**config.mk**
```make
export PLATFORM = sky130hd
export DESIGN_NAME = result_requantizer
export DESIGN_NICKNAME = d
export VERILOG_FILES = /design/src/rtl/result_requantizer.sv
export SDC_FILE = /design/constraint.sdc
export NUM_CORES = 1
export LEC_CHECK = 0
export CAP_MARGIN = 20
export CORE_ASPECT_RATIO = 2
export CORE_MARGIN = 2
export CORE_UTILIZATION = 50
export CTS_CLUSTER_DIAMETER = 40
export DETAILED_ROUTE_END_ITERATION = 16
export GPL_TIMING_DRIVEN = 0
export HOLD_SLACK_MARGIN = 0.06
export MAX_ROUTING_LAYER = met4
export PLACE_DENSITY = 0.71
export SLEW_MARGIN = 15
export SYNTH_ARGS = -nofsm -noshare
export SYNTH_HDL_FRONTEND = slang
export SYNTH_SLANG_ARGS = --single-unit
```
**constraint.sdc**
```tcl
create_clock -name clk -period 9.38 [get_ports clk]
set_input_delay 1.876 -clock clk [delete_from_list [all_inputs] [get_ports clk]]
set_output_delay 1.876 -clock clk [all_outputs]
set_load 0.05 [all_outputs]
```
**src/rtl/result_requantizer.sv**
```systemverilog
// Requantizes a 16-element int32 matrix result stream to int8 and packs it into two
// 64-bit words. Per element: optional round-half-up, arithmetic shift, optional ReLU, saturate.
module result_requantizer #(
    parameter int ACC_W    = 32,
    parameter int IN_W     = 64,
    parameter int ELEMS    = 16,
    parameter bit ROUND_EN = 1'b1
) (
    input  logic            clk,
    input  logic            reset,
    input  logic            in_valid,
    input  logic [IN_W-1:0] in_data,
    output logic            in_ready,
    input  logic [4:0]      cfg_shift,
    input  logic            cfg_relu,
    output logic            out_valid,
    output logic [IN_W-1:0] out_data,
    input  logic            out_ready,
    output logic            out_last,
    output logic            matrix_done
);

    localparam int EPB    = IN_W / ACC_W;
    localparam int BEATS  = ELEMS / EPB;
    localparam int CNT_W  = $clog2(BEATS);
    localparam int PACK_W = IN_W - 16;
    localparam logic [CNT_W-1:0]      LAST_BEAT = CNT_W'(BEATS - 1);
    localparam logic signed [ACC_W:0] SAT_HI    = (ACC_W+1)'(127);
    localparam logic signed [ACC_W:0] SAT_LO    = ~SAT_HI;

    typedef enum logic [1:0] {IDLE, COLLECT, DRAIN} state_t;

    state_t              state_q, state_d;
    logic [CNT_W-1:0]    beat_cnt_q, beat_cnt_d;
    logic [PACK_W-1:0]   pack_q, pack_d;
    logic [4:0]          shift_q, shift_d;
    logic                relu_q, relu_d;
    logic [IN_W-1:0]     out_data_q, out_data_d;
    logic                out_valid_q, out_valid_d;
    logic                out_last_q, out_last_d;

    logic [4:0] eff_shift;
    logic       eff_relu;
    logic [7:0] byte_hi, byte_lo;
    logic       word_beat, in_fire, out_fire;

    // The sum is carried at ACC_W+1 bits so the rounding bias can never wrap.
    function automatic logic [7:0] requant(input logic signed [ACC_W-1:0] x,
                                           input logic [4:0] s, input logic r);
        logic signed [ACC_W:0] t;
        logic signed [ACC_W:0] q;
        t = {x[ACC_W-1], x};
        if (ROUND_EN && s != 5'd0)
            t = t + ((ACC_W+1)'(1) << (s - 5'd1));
        q = t >>> s;
        if (r && q[ACC_W])
            q = '0;
        if (q > SAT_HI)
            return 8'h7F;
        if (q < SAT_LO)
            return 8'h80;
        return q[7:0];
    endfunction

    always_comb begin
        // The first beat of a matrix uses the live cfg, since it is only latched on that beat.
        eff_shift = (state_q == IDLE) ? cfg_shift : shift_q;
        eff_relu  = (state_q == IDLE) ? cfg_relu  : relu_q;
        byte_hi   = requant(in_data[IN_W-1 -: ACC_W], eff_shift, eff_relu);
        byte_lo   = requant(in_data[ACC_W-1:0], eff_shift, eff_relu);

        word_beat   = (beat_cnt_q[1:0] == 2'd3);
        out_fire    = out_valid_q && out_ready;
        in_ready    = !reset && (state_q != DRAIN) &&
                      !(word_beat && out_valid_q && !out_ready);
        in_fire     = in_valid && in_ready;
        matrix_done = out_fire && out_last_q;

        state_d     = state_q;
        beat_cnt_d  = beat_cnt_q;
        pack_d      = pack_q;
        shift_d     = shift_q;
        relu_d      = relu_q;
        out_data_d  = out_data_q;
        out_valid_d = out_valid_q;
        out_last_d  = out_last_q;

        if (out_fire) begin
            out_valid_d = 1'b0;
            out_last_d  = 1'b0;
        end

        if (in_fire) begin
            beat_cnt_d = beat_cnt_q + CNT_W'(1);
            if (state_q == IDLE) begin
                shift_d = cfg_shift;
                relu_d  = cfg_relu;
                state_d = COLLECT;
            end
            case (beat_cnt_q[1:0])
                2'd0:    pack_d[PACK_W-1 -: 16]  = {byte_hi, byte_lo};
                2'd1:    pack_d[PACK_W-17 -: 16] = {byte_hi, byte_lo};
                2'd2:    pack_d[15:0]            = {byte_hi, byte_lo};
                default: begin
                    out_data_d  = {pack_q, byte_hi, byte_lo};
                    out_valid_d = 1'b1;
                    out_last_d  = (beat_cnt_q == LAST_BEAT);
                end
            endcase
            if (beat_cnt_q == LAST_BEAT)
                state_d = DRAIN;
        end

        if (state_q == DRAIN && matrix_done)
            state_d = IDLE;
    end

    // NOTE: sequential state uses non-blocking assignments so every flop samples pre-edge values.
    always_ff @(posedge clk or posedge reset) begin
        if (reset) begin
            state_q     <= IDLE;
            beat_cnt_q  <= '0;
            pack_q      <= '0;
            shift_q     <= '0;
            relu_q      <= 1'b0;
            out_data_q  <= '0;
            out_valid_q <= 1'b0;
            out_last_q  <= 1'b0;
        end else begin
            state_q     <= state_d;
            beat_cnt_q  <= beat_cnt_d;
            pack_q      <= pack_d;
            shift_q     <= shift_d;
            relu_q      <= relu_d;
            out_data_q  <= out_data_d;
            out_valid_q <= out_valid_d;
            out_last_q  <= out_last_d;
        end
    end

    assign out_data  = out_data_q;
    assign out_valid = out_valid_q;
    assign out_last  = out_last_q;

endmodule

```
==> results.sh, run 1 <==
export IMPL_grt_max_degree=92
export IMPL_haltStage="5_1_grt"
export IMPL_ys_seq_area_frac=0.168
export IMPL_grt_pass1_wl_um=226000
export IMPL_status="stopped before the end"
export IMPL_grt_ovfl_total=746
export IMPL_ys_flop_type="dfrtp_1"
export IMPL_synth_area_leaders="dfrtp_1, nand2_1, nor2_1, a21oi_1, o21ai_0"
export IMPL_dpl_instance_area_um2=20600
export IMPL_cts_max_level=4
export IMPL_portBuffers=132
export IMPL_yosysWarnings=0
export IMPL_io_pins=142
export IMPL_ys_types=127
export IMPL_hpwlAfterDp_um=96800
export IMPL_synthArstFlopShare=1.00
export IMPL_place_congestion=1.33
export IMPL_synth_nets=2779
export IMPL_yosys_area_top_type="dfrtp_1"
export IMPL_die_height_um=277
export IMPL_grt_total_usage=0.768
export IMPL_rows=100
export IMPL_cts_inserted_buffers=25
export IMPL_clkSinkCount=125
export IMPL_start_util=0.504
export IMPL_synthCells=2658
export IMPL_postCtsHoldBufs=0
export IMPL_grt_pass1_vias=29900
export IMPL_synth_top_area_frac=0.168
export IMPL_ys_ff_latch=125
export IMPL_synth_edff_count=0
export IMPL_clock_root_buffer="clkbuf_16"
export IMPL_die_w_um=141
export IMPL_first_error="[ERROR GRT-0116] Global routing finished with congestion. Check the congestion regions in the DRC Viewer."
export IMPL_synth_avg_cell_area_um2=7.02
export IMPL_synth_area_um2=18700
export IMPL_clock_path_buffers=3
synth_stat cells, types with 27 or more instances:
library cell / number
nand4_1: 56
inv_1: 40
nand3_1: 88
or3_1: 27
xnor2_1: 34
and2_1: 28
ha_1: 47
nand2_1: 446
o21a_1: 32
a31oi_1: 49
mux2i_1: 55
buf_2: 32
nor3_1: 84
nor2_1: 271
a211oi_1: 47
o211ai_1: 79
o21ai_0: 126
clkbuf_1: 135
a21oi_1: 144
dfrtp_1: 125
stage by stage:
step	worst slack (ns)	hold slack [ns]	util	std cells
2_1_floorplan	1.20	0.439	-	2658
3_5_place_dp	-2.80	0.453	0.557	3253
3_3_place_gp	-2.83	0.449	0.555	3249
4_1_cts	0.0106	0.464	0.587	3296
routing by layer:
metal	GRT usage	overflow
met1	0.735	8
met2	0.973	534
met3	0.524	25
met4	0.787	179
met5	-	-
cells by family after synthesis:
group | after synthesis | synth area share
AO/OA/AOI/OAI | 928 | 0.371
XOR/XNOR | 51 | 0.0239
adder cells (fa/ha/maj) | 52 | 0.0343
buffers and inverters | 253 | 0.0583
flip-flops | 125 | 0.168
AND/OR/NAND/NOR | 1178 | 0.306
multiplexers | 71 | 0.0398
what timing repair did:
item,4_1_cts
endpoints found under the setup margin,59
resized for setup,69
setup buffers,16
pin swaps,8
==> inputs of run 2 (changes only) <==
Settings changed: CORE_ASPECT_RATIO 2 to default, CORE_UTILIZATION 50 to 35, CTS_CLUSTER_DIAMETER 40 to default, HOLD_SLACK_MARGIN 0.06 to default, MAX_ROUTING_LAYER met4 to default, PLACE_DENSITY 0.71 to default, PLACE_DENSITY_LB_ADDON from default to 0.15.
==> run 2 against run 1 <==
  * The flow now finishes, with violations (setup timing)
  * Synthesized cell count is the same
  * Area after synthesis is the same
==> results.sh, run 2 <==
export IMPL_critPathRequiredTime_ns=9.72
export IMPL_place_congestion=1.12
export IMPL_cts_inserted_buffers=17
export IMPL_path_clk_slew_ns=0.06
export IMPL_synth_most_common_cell="nand2_1"
export IMPL_period_needed_ns=9.56
export IMPL_max_freq_mhz=105
export IMPL_path_max_fanout=10
export IMPL_arrival_ns=9.89
export IMPL_clock_root_buffer="clkbuf_16"
export IMPL_grt_max_degree=87
export IMPL_synthArstFlopShare=1.00
export IMPL_grt_pass1_wl_um=176000
export IMPL_register_area_um2=3130
export IMPL_rows=84
export IMPL_ys_ff_latch=125
export IMPL_ys_types=127
export IMPL_largest_register_ff_count=64
export IMPL_worst_hold_path_type="register to register"
export IMPL_design_area_um2=22400
export IMPL_cts_tree="done"
export IMPL_tightest_slew_ns=1.34
export IMPL_grt_total_usage=0.433
export IMPL_coreArea_um2=52700
export IMPL_place_ws_ns=-3.19
export IMPL_area_delta_synth_final_pct=20.3
export IMPL_grt_pass1_vias=23700
export IMPL_portBuffers=132
export IMPL_fin_ws_ns=-0.176
export IMPL_pwr_density_cell_nw_per_um2=338
export IMPL_synth_top_area_frac=0.168
export IMPL_antenna_found_initial=7
export IMPL_synth_avg_cell_area_um2=7.02
export IMPL_crit_path_top_delay_cell="buf_1"
export IMPL_clock_path_buffers=2
export IMPL_multiInputGateArea_um2=15100
export IMPL_slew_violations=0
export IMPL_finClkSkew_ns=0.0165
export IMPL_fp_dieArea_um2=55200
export IMPL_status="finished, violations left"
export IMPL_setup_violations=51
export IMPL_drc=0
export IMPL_final_hold_viol_count=0
export IMPL_yosysWarnings=0
export IMPL_netlist_top_cells_count="nand2_1, nor2_1, a21oi_1, clkbuf_1, o21ai_0"
export IMPL_synth_area_um2=18700
export IMPL_finalCritPeriodShare=1.02
export IMPL_drive_gt1_frac=0.132
export IMPL_dpl_instance_area_um2=20900
export IMPL_violations="setup timing"
export IMPL_drv_cap=0
export IMPL_hpwlAfterDp_um=101000
export IMPL_slew_headroom=0.110
export IMPL_synth_area_leaders="dfrtp_1, nand2_1, nor2_1, a21oi_1, o21ai_0"
export IMPL_avgViaCountPerCell=7.11
export IMPL_wl_per_cell_um=35.3
export IMPL_path_cells="clkdlybuf4s50_1 > or3b_4 > and2_1 > buf_6 > clkbuf_4 > nand3_2 > clkbuf_1 > buf_2 > buf_2 > buf_1 > buf_1 > o21ai_0 > a21oi_2 > o211ai_1 > or3_1 > nor4_4 > buf_4 > nand4_1 > buf_4 > a41oi_1"
export IMPL_critPathKind="input pin to register"
export IMPL_synth_nets=2779
export IMPL_crit_path_end_kind="register"
export IMPL_yosys_area_top_type="dfrtp_1"
export IMPL_start_util=0.354
export IMPL_nets=2957
export IMPL_grt_ovfl_total=0
export IMPL_ir_worst_vdd_mv=0.176
export IMPL_mostFrequentLayoutCell="nand2_1"
export IMPL_clk_latency_ns=0.43
export IMPL_ant_nets=0
export IMPL_clkSinkCount=125
export IMPL_die_height_um=235
export IMPL_synth_edff_count=0
export IMPL_io_pins=142
export IMPL_vias=25200
export IMPL_ys_seq_area_frac=0.168
export IMPL_ys_flop_type="dfrtp_1"
export IMPL_fillCellCount=5571
export IMPL_startpoint_type="input pin"
export IMPL_die_w_um=235
export IMPL_max_stage_delay_ns=1.04
export IMPL_synthCells=2658
export IMPL_dr_pass1_iters=6
export IMPL_drt_iter0_drc=3468
export IMPL_power_leakage_nw=8.70
export IMPL_final_cell_mix="nand2_1, nor2_1, a21oi_1"
export IMPL_cts_max_level=4
export IMPL_drt_total_wl_um=125000
==> run 2: path summary, 6_finish.rpt <==
check	end	slack (ns)	cells past startpoint	from
min in group asynchronous	beat_cnt_q[2]	1.87	2	reset
min	out_data[38]	0.47	2	out_data[38]
max reg2reg	pack_q[17]	1.06	22	state_q[0]
max in group asynchronous	pack_q[12]	6.76	3	reset
max	pack_q[9]	-0.18	20	cfg_shift[4]
min reg2reg	out_data[38]	0.47	2	out_data[38]
==> run 2: repair_timing <==
action,CTS,global route
pin swaps,12,12
hold buffers,0,0
buffers inserted,22,11
endpoints found under the hold margin,0,0
endpoints found under the setup margin,64,56
resized for setup,98,86
==> run 2: logic make-up after synthesis <==
logic type / count (synthesis) / synth area share
buf+inv: 253 / 0.0583
xor+xnor: 51 / 0.0239
simple gates: 1178 / 0.306
mux: 71 / 0.0398
compound gates: 928 / 0.371
flops: 125 / 0.168
fa+ha+maj: 52 / 0.0343
==> run 2: power breakdown <==
group          switching (mW)  total, mW  internal, mW
clock                   0.260      0.645         0.385
combinational            4.32       6.01          1.69
sequential              0.152      0.923         0.771
total                    4.73       7.58          2.85
==> run 2: stage by stage <==
step	power [mW]	hold slack [ns]	cells	util	TNS, ns
after floorplan	4.05	0.439	2658	-	0
after global placement	6.30	0.453	3478	0.396	-164.15
after detailed placement	6.30	0.456	3482	0.398	-163.59
after CTS	7.15	0.468	3532	0.419	0
after global routing	7.74	0.494	3537	0.426	-0.0111
final	7.58	0.471	3539	0.426	-4.20
==> run 2: layer usage <==
layer	track usage	part of all wire	wire [um]	vias up
li1	-	-	-	10600
met1	0.551	0.39	48800	12200
met2	0.640	0.41	51000	1848
met3	0.115	0.11	14100	562
met4	0.289	0.086	10800	12
met5	0	0.0011	142	-
==> run 2: layout make-up <==
type | count | share of cell area
multi-input combinational | 2280 | 0.672
sequential | 125 | 0.139
timing repair buffer | 171 | 0.0733
buffer | 199 | 0.0437
tap | 688 | 0.0384
clock buffer | 20 | 0.0204
inverter | 42 | 0.00725
clock inverter | 12 | 0.00558
antenna | 2 | 0.000223
==> run 2: worst max-delay path: cells and delay by family <==
family,cells,cell delay (ns)
buf+inv,10,4.98
simple gates,6,1.73
compound gates,4,1.25
Power figures use the tool's default switching activity.
==> inputs of run 3 (changes only) <==
Settings changed: REMOVE_ABC_BUFFERS from default to 1.
==> run 3 against run 2 <==
  * The run now ends clean
  * Routed wire length shrank 21%
  * Non-clock buffer count is 191 lower
  * Register-to-register slack gained 0.22 ns
  * Global-route usage fell by 9.5 points
  * Via count shrank 7.3%
  * Cell count down 5.3%
  * Clock power decreased by 1%
  * Combinational power down 12%
  * Setup slack better by 0.41 ns
  * Sequential share of layout area grew 0.47 points
  * Die area unchanged
  * Largest power group unchanged
==> results.sh, run 3 (synthesized netlist as in run 2, its figures left out) <==
export IMPL_fp_dieArea_um2=55200
export IMPL_startpoint_type="input pin"
export IMPL_grt_ovfl_total=0
export IMPL_clock_path_buffers=2
export IMPL_wl_met2_um=41800
export IMPL_max_stage_delay_ns=0.65
export IMPL_crit_path_end_kind="register"
export IMPL_worst_hold_path_type="register to register"
export IMPL_drv_cap=0
export IMPL_r2r_cells=20
export IMPL_drc=0
export IMPL_min_to="out_data[44]"
export IMPL_final_hold_viol_count=0
export IMPL_path_clk_slew_ns=0.06
export IMPL_hold_slack_ns=0.470
export IMPL_drive_gt1_frac=0.0995
export IMPL_finClkSkew_ns=0.0177
export IMPL_power_mw=6.84
export IMPL_hold_start="pack_q[28]"
export IMPL_postCtsHoldBufs=0
export IMPL_rrSetupSlack_ns=1.28
export IMPL_wl_met3_um=10500
export IMPL_timing_rr_end="pack_q[17]"
export IMPL_nets=2770
export IMPL_drt_iter0_drc=2998
export IMPL_largest_register_ff_count=64
export IMPL_hpwlAfterDp_um=74900
export IMPL_dr_pass1_iters=7
export IMPL_crit_buf_inv=4
export IMPL_wirelength_met1_um=38700
export IMPL_power_leakage_nw=8.25
export IMPL_dpl_instance_area_um2=20700
export IMPL_grt_total_usage=0.338
export IMPL_grt_pass1_wl_um=143000
export IMPL_place_congestion=1.02
export IMPL_hold_depth=2
export IMPL_vias=23300
export IMPL_coreArea_um2=52700
export IMPL_path_max_fanout=66
export IMPL_status="finished, final reports clean"
export IMPL_final_cells=3351
export IMPL_cts_inserted_buffers=17
export IMPL_grt_max_degree=71
export IMPL_place_ws_ns=-1.19
export IMPL_fin_ws_ns=0.235
export IMPL_antenna_found_initial=3
export IMPL_period_needed_ns=9.14
export IMPL_rows=84
export IMPL_slew_violations=0
export IMPL_top_layer="met5"
export IMPL_crit_top_cell="o21ai_0"
export IMPL_rr_startpoint="state_q[0]"
export IMPL_avgViaCountPerCell=6.96
export IMPL_die_height_um=235
export IMPL_clk_latency_ns=0.42
export IMPL_start_util=0.354
export IMPL_die_w_um=235
export IMPL_cts_max_level=4
export IMPL_clkSinkCount=125
export IMPL_setup_violations=0
export IMPL_crit_path_top_delay_cell="ha_1"
export IMPL_pwr_density_cell_nw_per_um2=315
export IMPL_arrival_ns=9.48
export IMPL_fillCellCount=5524
export IMPL_ir_worst_vdd_mv=0.171
export IMPL_critPathKind="input pin to register"
export IMPL_grt_pass1_vias=21700
export IMPL_slew_headroom=0.208
export IMPL_wl_per_cell_um=29.4
export IMPL_ant_nets=0
export IMPL_tightest_slew_ns=1.18
export IMPL_cts_tree="done"
export IMPL_design_area_um2=21700
export IMPL_portBuffers=141
export IMPL_place_inst=3304
export IMPL_mostFrequentLayoutCell="nand2_1"
export IMPL_finalCritPeriodShare=0.975
export IMPL_max_freq_mhz=109
export IMPL_critPathRequiredTime_ns=9.71
export IMPL_clock_root_buffer="clkbuf_16"
export IMPL_drt_total_wl_um=98700
export IMPL_io_pins=142
export IMPL_path_cells="clkdlybuf4s50_1 > or3b_4 > nand2_4 > buf_16 > nor2_4 > nand2_1 > nor2_1 > ha_1 > a21oi_1 > o21ai_0 > a31oi_1 > o21ai_0 > o21ai_0 > o21ai_2 > a2bb2oi_4 > inv_2 > nor3_1 > a2111oi_0 > nand4_1 > or3_1 > nor4_4 > buf_4 > nand4_1 > a41oi_1"
export IMPL_crit_family="compound AO/OA/AOI/OAI gates"
export IMPL_area_delta_synth_final_pct=16.3
export IMPL_final_cell_mix="nand2_1, nor2_1, a21oi_1"
## run 3: cell types whose count changed in the layout (fill, tap and decap cells not counted), sizes merged, moves of 2 or more
cell | previous run | this run
a21o | 27 | 29
buf | 111 | 38
clkbuf | 147 | 20
clkdlybuf4s50 | 132 | 140
## run 3: worst max-delay path by stage
stage	start	end	slack (ns)	cells after the start
6_report	cfg_shift[2]	pack_q[45]	0.24	24
5_1_grt	cfg_shift[1]	pack_q[13]	-0.007	22
4_1_cts	cfg_shift[2]	pack_q[45]	0.11	22
3_5_place_dp	cfg_shift[3]	pack_q[13]	-1.19	23
3_3_place_gp	cfg_shift[4]	out_data[13]	-7.70	18
2_1_floorplan	cfg_shift[4]	out_data[12]	-1.05	17
## run 3: final cells by class
class                           instances  area, um^2  share of cell area
Sequential cell                       125        3130               0.144
Inverter                               42         165             0.00761
Clock buffer                           20         467              0.0215
Clock inverter                         12         100             0.00461
Timing Repair Buffer                  179        2020              0.0932
Antenna cell                            1        2.50            0.000115
Tap cell                              688         861              0.0397
Multi-Input combinational cell       2284       15000               0.689
## run 3: power breakdown
group,internal [mW],switching [mW]
clock,0.366,0.271
sequential,0.770,0.149
combinational,1.58,3.70
total,2.72,4.12
## run 3: timing repair
action                                  in CTS  in global routing
pin swaps                                    3                  5
gates cloned                                 2                  2
setup buffers                                2                  8
gates resized for setup                     23                 31
endpoints found under the setup margin      56                 56
## run 3: worst register-to-register path: stages (launching register included)
cell,delay [ns]
dfrtp_1,0.66
nor2_1,0.39
o21ai_4,0.89
nand2_1,0.40
nor2_1,0.32
ha_1,0.39
a21oi_1,0.30
o41ai_1,0.20
o221a_2,0.33
a41oi_2,0.37
o311ai_2,0.39
buf_4,0.29
nand2b_1,0.18
a2111oi_2,0.59
nor2_1,0.20
o221ai_1,0.44
a221oi_1,0.22
a2111oi_0,0.39
nand4b_1,0.35
o211ai_2,0.50
o211ai_1,0.16
## run 3: per-layer routing
metal	up-vias	track usage
met1	11200	0.434
met3	382	0.0738
met5	-	0
met2	1569	0.515
li1	10200	-
met4	2	0.210
## run 3: per-stage QoR
stage,setup TNS [ns],util
after floorplan,-32.71,-
after global placement,-427.25,0.380
after detailed placement,-60.14,0.393
after CTS,0,0.407
after global routing,-0.00697,0.412
final,0,0.412
